## config.mk

```make
export PLATFORM = sky130hd
export DESIGN_NAME = sram_march_bist
export DESIGN_NICKNAME = d
export VERILOG_FILES = /design/src/rtl/sram_march_bist.sv
export SDC_FILE = /design/constraint.sdc
export NUM_CORES = 1
export LEC_CHECK = 0
export CAP_MARGIN = 40
export CORE_ASPECT_RATIO = 2
export CORE_MARGIN = 10
export CORE_UTILIZATION = 47
export CTS_CLUSTER_SIZE = 24
export DETAILED_ROUTE_END_ITERATION = 7
export HOLD_SLACK_MARGIN = 0.1
export PLACE_DENSITY = 0.75
export SYNTH_ARGS = -nofsm -noshare
export SYNTH_HDL_FRONTEND = slang
export SYNTH_SLANG_ARGS = --single-unit
```

## constraint.sdc

```tcl
create_clock -name clk -period 6.1 [get_ports clk]
set_input_delay 0.915 -clock clk [delete_from_list [all_inputs] [get_ports clk]]
set_output_delay 0.915 -clock clk [all_outputs]
set_load 0.1 [all_outputs]
```

## src/rtl/sram_march_bist.sv

```systemverilog
`default_nettype none
// ============================================================================
// Module   : sram_march_bist
// Purpose  : March C- built-in self-test controller for a synchronous
//            single-port SRAM with one cycle of read latency. It drives the
//            SRAM pins directly and checks every read word against the
//            expected background. It reports pass/fail, the first failing
//            address and word, and a saturating mismatch count.
// Ports    : clk, rst (synchronous, active-high)
//            start                      - one-cycle start request
//            mem_en/mem_we/mem_addr/
//            mem_wdata                  - SRAM control/address/write data
//            mem_rdata                  - SRAM registered read data
//            busy/done                  - test in progress / finished
//            fail/fail_addr/fail_data   - first-mismatch report (sticky)
//            err_count                  - mismatch count, saturating at 255
// Revision : 1.0 - initial release
// ============================================================================
module sram_march_bist #(
    parameter int                ADDR_W = 8,
    parameter int                DATA_W = 8,
    parameter logic [DATA_W-1:0] BG     = '0
) (
    input  logic              clk,
    input  logic              rst,
    input  logic              start,
    output logic              mem_en,
    output logic              mem_we,
    output logic [ADDR_W-1:0] mem_addr,
    output logic [DATA_W-1:0] mem_wdata,
    input  logic [DATA_W-1:0] mem_rdata,
    output logic              busy,
    output logic              done,
    output logic              fail,
    output logic [ADDR_W-1:0] fail_addr,
    output logic [DATA_W-1:0] fail_data,
    output logic [7:0]        err_count
);

    localparam logic [1:0] S_IDLE  = 2'd0;
    localparam logic [1:0] S_RUN   = 2'd1;
    localparam logic [1:0] S_CHECK = 2'd2;
    localparam logic [1:0] S_DONE  = 2'd3;

    // March elements are numbered 0..5 in execution order.
    localparam logic [2:0]        c_elem_last = 3'd5;
    localparam logic [ADDR_W-1:0] c_addr_one  = {{(ADDR_W-1){1'b0}}, 1'b1};

    logic [1:0]        r_state;
    logic [1:0]        w_state_nxt;
    logic [2:0]        r_elem;
    logic              r_phase;      // 0: first op at this address, 1: second op
    logic [ADDR_W-1:0] r_addr;

    logic              r_rd_pend;
    logic [DATA_W-1:0] r_rd_exp;
    logic [ADDR_W-1:0] r_rd_addr;

    logic              r_fail;
    logic [ADDR_W-1:0] r_fail_addr;
    logic [DATA_W-1:0] r_fail_data;
    logic [7:0]        r_err_count;

    logic              w_run;
    logic              w_start_ok;
    logic              w_two_op;
    logic              w_down;
    logic              w_next_down;
    logic              w_is_write;
    logic              w_inv;
    logic [DATA_W-1:0] w_pattern;
    logic              w_addr_last;
    logic              w_op_last;
    logic              w_mismatch;

    // ------------------------------------------------------------------
    // Operation decode for the current (element, phase)
    //   M0 up(w0)  M1 up(r0,w1)  M2 up(r1,w0)
    //   M3 dn(r0,w1)  M4 dn(r1,w0)  M5 up(r0)
    // ------------------------------------------------------------------
    assign w_run       = (r_state == S_RUN);
    assign w_start_ok  = start && ((r_state == S_IDLE) || (r_state == S_DONE));
    assign w_two_op    = (r_elem != 3'd0) && (r_elem != c_elem_last);
    assign w_down      = (r_elem == 3'd3) || (r_elem == 3'd4);
    assign w_next_down = (r_elem == 3'd2) || (r_elem == 3'd3);
    assign w_is_write  = (r_elem == 3'd0) || (w_two_op && r_phase);
    // M2/M4 read ones and write zeros; M1/M3 the opposite. M0/M5 use zeros.
    assign w_inv       = w_two_op && (r_phase ^ ((r_elem == 3'd2) || (r_elem == 3'd4)));
    assign w_pattern   = w_inv ? ~BG : BG;
    assign w_addr_last = w_down ? (r_addr == '0) : (&r_addr);
    assign w_op_last   = !w_two_op || r_phase;
    assign w_mismatch  = r_rd_pend && (mem_rdata != r_rd_exp);

    // ------------------------------------------------------------------
    // State machine
    // ------------------------------------------------------------------
    always_ff @(posedge clk) begin
        if (rst) begin
            r_state <= S_IDLE;
        end else begin
            r_state <= w_state_nxt;
        end
    end

    always_comb begin
        w_state_nxt = r_state;
        case (r_state)
            S_IDLE, S_DONE: begin
                if (start) begin
                    w_state_nxt = S_RUN;
                end
            end
            S_RUN: begin
                if (w_op_last && w_addr_last && (r_elem == c_elem_last)) begin
                    w_state_nxt = S_CHECK;
                end
            end
            S_CHECK: begin
                w_state_nxt = S_DONE;
            end
            default: begin
                w_state_nxt = S_IDLE;
            end
        endcase
    end

    // ------------------------------------------------------------------
    // Address/element sequencing, read pipeline and result capture
    // ------------------------------------------------------------------
    always_ff @(posedge clk) begin
        if (rst) begin
            r_elem      <= '0;
            r_phase     <= 1'b0;
            r_addr      <= '0;
            r_rd_pend   <= 1'b0;
            r_rd_exp    <= '0;
            r_rd_addr   <= '0;
            r_fail      <= 1'b0;
            r_fail_addr <= '0;
            r_fail_data <= '0;
            r_err_count <= '0;
        end else begin
            // A read issued this cycle is compared on the next one.
            r_rd_pend <= w_run && !w_is_write;
            r_rd_exp  <= w_pattern;
            r_rd_addr <= r_addr;

            if (w_start_ok) begin
                r_elem      <= '0;
                r_phase     <= 1'b0;
                r_addr      <= '0;
                r_fail      <= 1'b0;
                r_fail_addr <= '0;
                r_fail_data <= '0;
                r_err_count <= '0;
            end else begin
                if (w_run) begin
                    if (!w_op_last) begin
                        r_phase <= 1'b1;
                    end else begin
                        r_phase <= 1'b0;
                        if (w_addr_last) begin
                            // Element boundary: reload the address for the
                            // direction of the next element.
                            if (r_elem == c_elem_last) begin
                                r_elem <= '0;
                                r_addr <= '0;
                            end else begin
                                r_elem <= r_elem + 3'd1;
                                r_addr <= w_next_down ? '1 : '0;
                            end
                        end else if (w_down) begin
                            r_addr <= r_addr - c_addr_one;
                        end else begin
                            r_addr <= r_addr + c_addr_one;
                        end
                    end
                end

                if (w_mismatch) begin
                    if (r_err_count != 8'hFF) begin
                        r_err_count <= r_err_count + 8'd1;
                    end
                    if (!r_fail) begin
                        r_fail      <= 1'b1;
                        r_fail_addr <= r_rd_addr;
                        r_fail_data <= mem_rdata;
                    end
                end
            end
        end
    end

    // ------------------------------------------------------------------
    // Outputs
    // ------------------------------------------------------------------
    assign mem_en    = w_run;
    assign mem_we    = w_run && w_is_write;
    assign mem_addr  = r_addr;
    assign mem_wdata = (w_run && w_is_write) ? w_pattern : '0;
    assign busy      = (r_state == S_RUN) || (r_state == S_CHECK);
    assign done      = (r_state == S_DONE);
    assign fail      = r_fail;
    assign fail_addr = r_fail_addr;
    assign fail_data = r_fail_data;
    assign err_count = r_err_count;

endmodule
`default_nettype wire

```

# Word level (Yosys, flattened, before mapping)
# Index checks and enable logic that the tools add are counted.
[op_classes] eq_ne=12 n_addsub=4 bitwise=2 reduce_logical=30 n_mux=12
[op_table] cell="8-bit 2-to-1 mux" n=6
[op_table] cell="8-bit by 1-bit adder with 8-bit output, second input constant" n=2
[op_table] cell="1-bit logical AND" n=9
[op_table] cell="8-bit zero test" n=1
[op_table] cell="8-bit inequality test" n=1
[op_table] cell="8-bit inequality test, second input constant" n=1
[op_table] cell="2-bit AND reduction" n=4
[op_table] cell="8-bit AND reduction" n=1
[op_table] cell="8-bit by 1-bit subtractor with 8-bit output, second input constant" n=1
[op_table] cell="1-bit logical OR" n=7
[op_table] cell="3-bit by 2-bit equality test with 1-bit output, second input constant" n=2
[op_table] cell="3-bit equality test, second input constant" n=2
[op_table] cell="2-bit one-hot mux with 3 select lines" n=1
[op_table] cell="2-bit equality test, second input constant" n=2
[op_table] cell="2-bit 2-to-1 mux" n=2
[op_table] cell="2-bit OR reduction" n=2
[op_table] cell="3-bit by 1-bit adder with 3-bit output, second input constant" n=1
[op_table] cell="3-bit zero test" n=1
[op_table] cell="3-bit 2-to-1 mux" n=1
[op_table] cell="3-bit inequality test, second input constant" n=1
[op_table] cell="3-bit AND reduction" n=1
[op_table] cell="3-bit nonzero test" n=1
[op_table] cell="2-bit by 1-bit equality test with 1-bit output, second input constant" n=1
[op_table] cell="1-bit zero test" n=2
[op_table] cell="6 further kinds" n=7
[totals] ff_bits=56 out_inout_bits=45 in_bits=11

# Logic depth before layout (Yosys ltp)
[depth] ltp_word=8 depth_mapped=9 mapped_depth_nobuf=8

# Least setup slack after synthesis
# Ideal clock, no wire load.
[synth_path] path_type="register to output" from="reg r_state[0]" to="out mem_we" t_required_ns=5.185 n_path_buf=0 path_stages_with_launch=4 path_slack_ns=1.592 t_arrival_ns=3.593 path_cell_list="dfxtp_1 -> ha_1 -> inv_1 -> nor3_1"
[synth_between] elab_chain_cells=2
[synth_rtl] item="start: declaration" line="49" rtl="logic [1:0] r_state;"
[synth_rtl] item="start signal: assignment" line="101" rtl="r_state <= w_state_nxt;"
[synth_rtl] item="2-bit by 1-bit equality test with 1-bit output" line="81" rtl="assign w_run = (r_state == S_RUN);"
[synth_rtl] item="net mem_en" line="27" rtl="output logic mem_en,"
[synth_rtl] item="1-bit logical AND" line="198" rtl="assign mem_we = w_run && w_is_write;"
[synth_rtl] item="end: declaration" line="28" rtl="output logic mem_we,"
# The timed path passes the listed nets, and every way through them passes these cells.

# Worst setup path after layout
[layout_path] from="reg r_elem[0]" to="out mem_wdata[0]"
[layout_between] elab_chain_cells=6 word_cells_on_any_way=14
[layout_rtl] item="start: declaration" line="51" rtl="logic [2:0] r_elem;"
[layout_rtl] item="start signal: assignment" line="169" rtl="r_elem <= r_elem + 3'd1;"
[layout_rtl] item="3-bit by 2-bit equality test with 1-bit output (tied with other cells)" line="88" rtl="assign w_inv = w_two_op && (r_phase ^ ((r_elem == 3'd2) || (r_elem == 3'd4)));"
[layout_rtl] item="1-bit logical OR or 1-bit logical AND (tied branches)" line="88, 83"
[layout_rtl] item="1-bit XOR or 1-bit logical AND (tied branches)" line="88, 86"
[layout_rtl] item="1-bit logical AND or 1-bit logical OR (tied branches)" line="88, 86"
[layout_rtl] item="8-bit 2-to-1 mux or 1-bit logical AND (tied branches)" line="89, 200"
[layout_rtl] item="8-bit 2-to-1 mux *" line="200" rtl="assign mem_wdata = (w_run && w_is_write) ? w_pattern : '0;"
[layout_rtl] item="end: declaration" line="30" rtl="output logic [DATA_W-1:0] mem_wdata,"
# Mark *: on every way between the ends. The rest lies on a longest branch, timed or not.

==> results.md <==
| Step | Item | Reported |
|---|---|---|
| timing | Number of hold violations in the final report | 0 |
| floorplanning | Die height | 124 um |
| timing | # setup viols final | 0 |
| setup path | Slowest cell on the critical path | sky130_fd_sc_hd__clkdlybuf4s50_1 |
| routing | Total via count after detailed routing | 2504 |
| floorplanning | Die Span X | 71.9 um |
| setup path | Type of origin of the critical path | flop |
| floorplanning | Total I/O pin count | 56 |
| setup path | Crit path cell chain | nor2b_1 -> a21oi_1 -> nor2_1 -> clkdlybuf4s50_1 -> buf_8 |
| floorplanning | Area of the die | 8900 um^2 |
| clock tree | Number of buffers created by CTS | 5 |
| job | Max-cap violations | 0 |
| final layout | Fraction of final layout cells with drive strength greater than 1 | 16.8% |
| pwr | Power per unit of standard cell area | 278 nW/um^2 |
| timing | Clock Skew | 0.00756 ns |
| logic synthesis | Area of the mapped netlist | 2530 um^2 |
| logic synthesis | Fraction of synthesis flops using an asynchronous set or reset pin | 0% |
| pwr | Proportion of power drawn by flip-flops and latches | 34.0% |
| logic synthesis | Yosys cell types | 51 |
| placed design | Port Buffer Count | 55 |
| setup path | Data required time at the worst endpoint | 5.18 ns |
| placed design | Half-perimeter wire length after detailed placement | 5.65 mm |
| pwr | Combinational Power Share | 48.9% |
| timing | Clock period minus final worst setup slack | 3.34 ns |
| global route | Overall Global Routing Usage | 16.0% |
| logic synthesis | Syn_nets | 328 |
| placed design | Placed cell count | 443 |
| clock tree | Maximum level of the CTS H-tree | 2 |
| logic synthesis | Number of enable flip-flop cells after synthesis | 0 |
| routing | Via density per instance | 5.56 |
| placed design | Post-place setup slack | 3.05 ns |
| run status | Status | complete, no violations |
| setup path | Crit path largest cell delay | 0.63 ns |
| logic synthesis | Synthesis-stage register bit count | 49 |
| final layout | Layout Area Growth over Synthesis | 57.1% |
| clock tree | Clock tree from TritonCTS | done |
| final layout | Ant diodes | 0 |
| timing | Setup_tns | 0 ns |
| clock tree | Count of hold-fix buffers inserted at cts | 0 |
| pwr | Sw frac | 41.7% |
| routing | Total routed wirelength | 6.96 mm |
| timing | Final setup slack of the worst path | 2.76 ns |
| timing | Peak Freq | 299 MHz |
| final layout | Net count of the finished layout | 416 |
| routing | Starting DRC count in detailed routing | 124 |
| timing | Final worst hold slack | 0.437 ns |
| logic synthesis | Fraction of the yosys area taken by sequential cells | 38.8% |
| clock tree | Later-pin clock latency in the skew report | 0.29 ns |
| global route | GR Overflow Total | 0 |
| logic synthesis | Synth Flop Type | sky130_fd_sc_hd__dfxtp_1 |
| logic synthesis | Post-Syn Instances | 304 |
| timing | Slew of the pin with the lowest slew margin | 0.892 ns |
| pwr | Clock network power share | 17.1% |
| clock tree | Clock transition time at the flip-flop clock pins of the worst setup and hold paths | 0.08 ns |
| global route | Via count of the first global-routing pass | 2509 |
| global route | Antenna violations before repair | 0 |
| logic synthesis | Warning count from the yosys run | 0 |
| timing | Worst max-slew margin expressed relative to the limit | 40.3% |
| final layout | Filler-free cell count of the finished design | 450 |
| global route | Wire length of the first global-routing pass | 11.8 mm |
| clock tree | Buffer depth of the longest clock path | 2 |
| final layout | Final core occ | 76.7% |
| clock tree | Number of clock sinks | 49 |
| pwr | Internal Power | 0.646 mW |
| timing | Pins Over Slew Limit | 0 |
| global route | Pin count of the biggest net entering global routing | 26 |
| floorplanning | Initial standard-cell utilization of the core | 48.8% |
| routing | Remaining design rule violation count | 0 |
| floorplanning | Floorplan row count | 37 |
| routing | Final antenna-violating net count | 0 |
| timing | Period utilisation layout | 54.8% |
| setup path | Worst Path Arrival | 2.43 ns |
| setup path | Classification of the worst setup path | reg2out |
| pwr | Pleak | 1.50 nW |
| pwr | Max rail drop VDD | 0.343 mV |
| clock tree | Setup bufs post-CTS | 0 |
| setup path | Maximum fanout along the worst path | 10 |
| clock tree | Cell at the root of the clock tree | sky130_fd_sc_hd__clkbuf_8 |
| routing | Final routed wire length divided by cell count | 15.5 um |
| placed design | Placer's final routability congestion estimate | 0.818 |
| pwr | Net Switching | 0.461 mW |
| setup path | Crit end category | output pin |
| routing | First-pass detailed-route iteration total | 4 |
| timing | Setup repair after global routing missed its margin | false |
| logic synthesis | Synth Area per Inst | 8.33 um^2 |
| clock tree | Number of cells upsized or downsized after cts | 0 |
| floorplanning | Placeable core region | 5180 um^2 |
| worst hold path | Worst min path class | reg2reg |
==> per-layer routing <==
| layer | GRT usage, % | share of wire [%] | vias to the layer above |
|---|---|---|---|
| li1 | - | - | 1252 |
| met1 | 15.4 | 38 | 1178 |
| met5 | 0 | 0 | - |
| met4 | 7.06 | 2.3 | 0 |
| met3 | 3.03 | 4.2 | 13 |
| met2 | 31.4 | 56 | 61 |
==> sequential cells by signal, summed over array words and instances, names as in the netlist <==
signal     flops
err_count      8
fail           1
fail_addr      8
fail_data      8
mem_addr       8
r_elem         3
r_phase        1
r_rd_addr      8
r_rd_exp       1
r_rd_pend      1
r_state        2
==> cell usage after synthesis, drive strengths merged, types with 3 or more instances <==
master	number	area share, %
dfxtp	49	39
ha	12	5.9
nand3	7	1.4
nor3	6	1.2
o211ai	4	1.2
nand3b	3	0.89
a31oi	4	0.99
xor2	4	1.4
nor2b	9	2.2
nand4	4	0.99
inv	8	1.2
a211oi	3	1.1
nor2	26	4.0
nand2	36	5.4
o41ai	4	2.1
buf	10	2.8
or4	5	1.5
o21ai	27	5.3
nand2b	5	1.2
o31ai	7	2.1
xnor2	3	1.0
a21oi	29	5.7
clkbuf	13	1.9
==> power by group through the flow <==
stage / registers, mW / logic (mW) / clock network [mW]
6_report: 0.377 / 0.541 / 0.189
3_3_place_gp: 0.383 / 0.417 / 0
2_1_floorplan: 0.458 / 0.250 / 0
3_5_place_dp: 0.383 / 0.544 / 0
4_1_cts: 0.377 / 0.545 / 0.194
5_1_grt: 0.380 / 0.576 / 0.206
==> worst max-delay path, delay by kind of cell, from the launching register on <==
kind / cells / cell delay (ns)
buffers and inverters: 2 / 0.84
AND/OR/NAND/NOR: 2 / 0.69
flip-flops: 1 / 0.51
AO/OA/AOI/OAI: 1 / 0.09
==> cell usage in the layout (no fill, tap or decap), drive strengths merged, types with 4 or more instances in the layout <==
master and count:
clkbuf 6, nand2 36, o21ai 27, o211ai 4, nand4 4, o41ai 4, clkdlybuf4s50 55, nand2b 5
dfxtp 49, a21oi 29, inv 8, ha 12, or4 5, o31ai 7, xor2 4, nor2 26
nor3 6, a31oi 4, nor2b 9, nand3 7, buf 49
==> stage by stage <==
step / instance area [um^2] / power, mW
final: 3980 / 1.11
after detailed placement: 3890 / 0.927
after floorplan: 2530 / 0.708
after CTS: 3980 / 1.12
after global placement: 3050 / 0.800
after global routing: 3980 / 1.16
==> cell families after synthesis <==
| group | share of synthesized area [%] |
|---|---|
| buffers and inverters | 5.88 |
| AND/OR/NAND/NOR | 22.2 |
| adder cells (fa/ha/maj) | 6.72 |
| AO/OA/AOI/OAI | 22.3 |
| flip-flops | 38.8 |
| XOR/XNOR | 2.42 |
| multiplexers | 1.68 |
==> path summary, 6_finish.rpt <==
path / startpoint / to / depth (start not counted) / slack (ns)
max: r_elem[0]$_SDFFE_PP0P_ / mem_wdata[0] / 5 / 2.76
max reg2reg: r_elem[2]$_SDFFE_PP0P_ / mem_addr[7]$_SDFFE_PP0P_ / 8 / 3.31
min reg2reg: r_rd_addr[3]$_SDFF_PP0_ / fail_addr[3]$_SDFFE_PP0P_ / 2 / 0.44
min: r_rd_addr[3]$_SDFF_PP0_ / fail_addr[3]$_SDFFE_PP0P_ / 2 / 0.44
==> area by class of cell <==
| class | instances | area (um^2) |
|---|---|---|
| Clock buffer | 6 | 82.6 |
| Clock inverter | 1 | 7.51 |
| Fill cell | 366 | 1210 |
| Inverter | 8 | 30.0 |
| Multi-Input combinational cell | 224 | 1410 |
| Sequential cell | 49 | 981 |
| Tap cell | 58 | 72.6 |
| Timing Repair Buffer | 104 | 1400 |
Power figures use the tool's default switching activity.
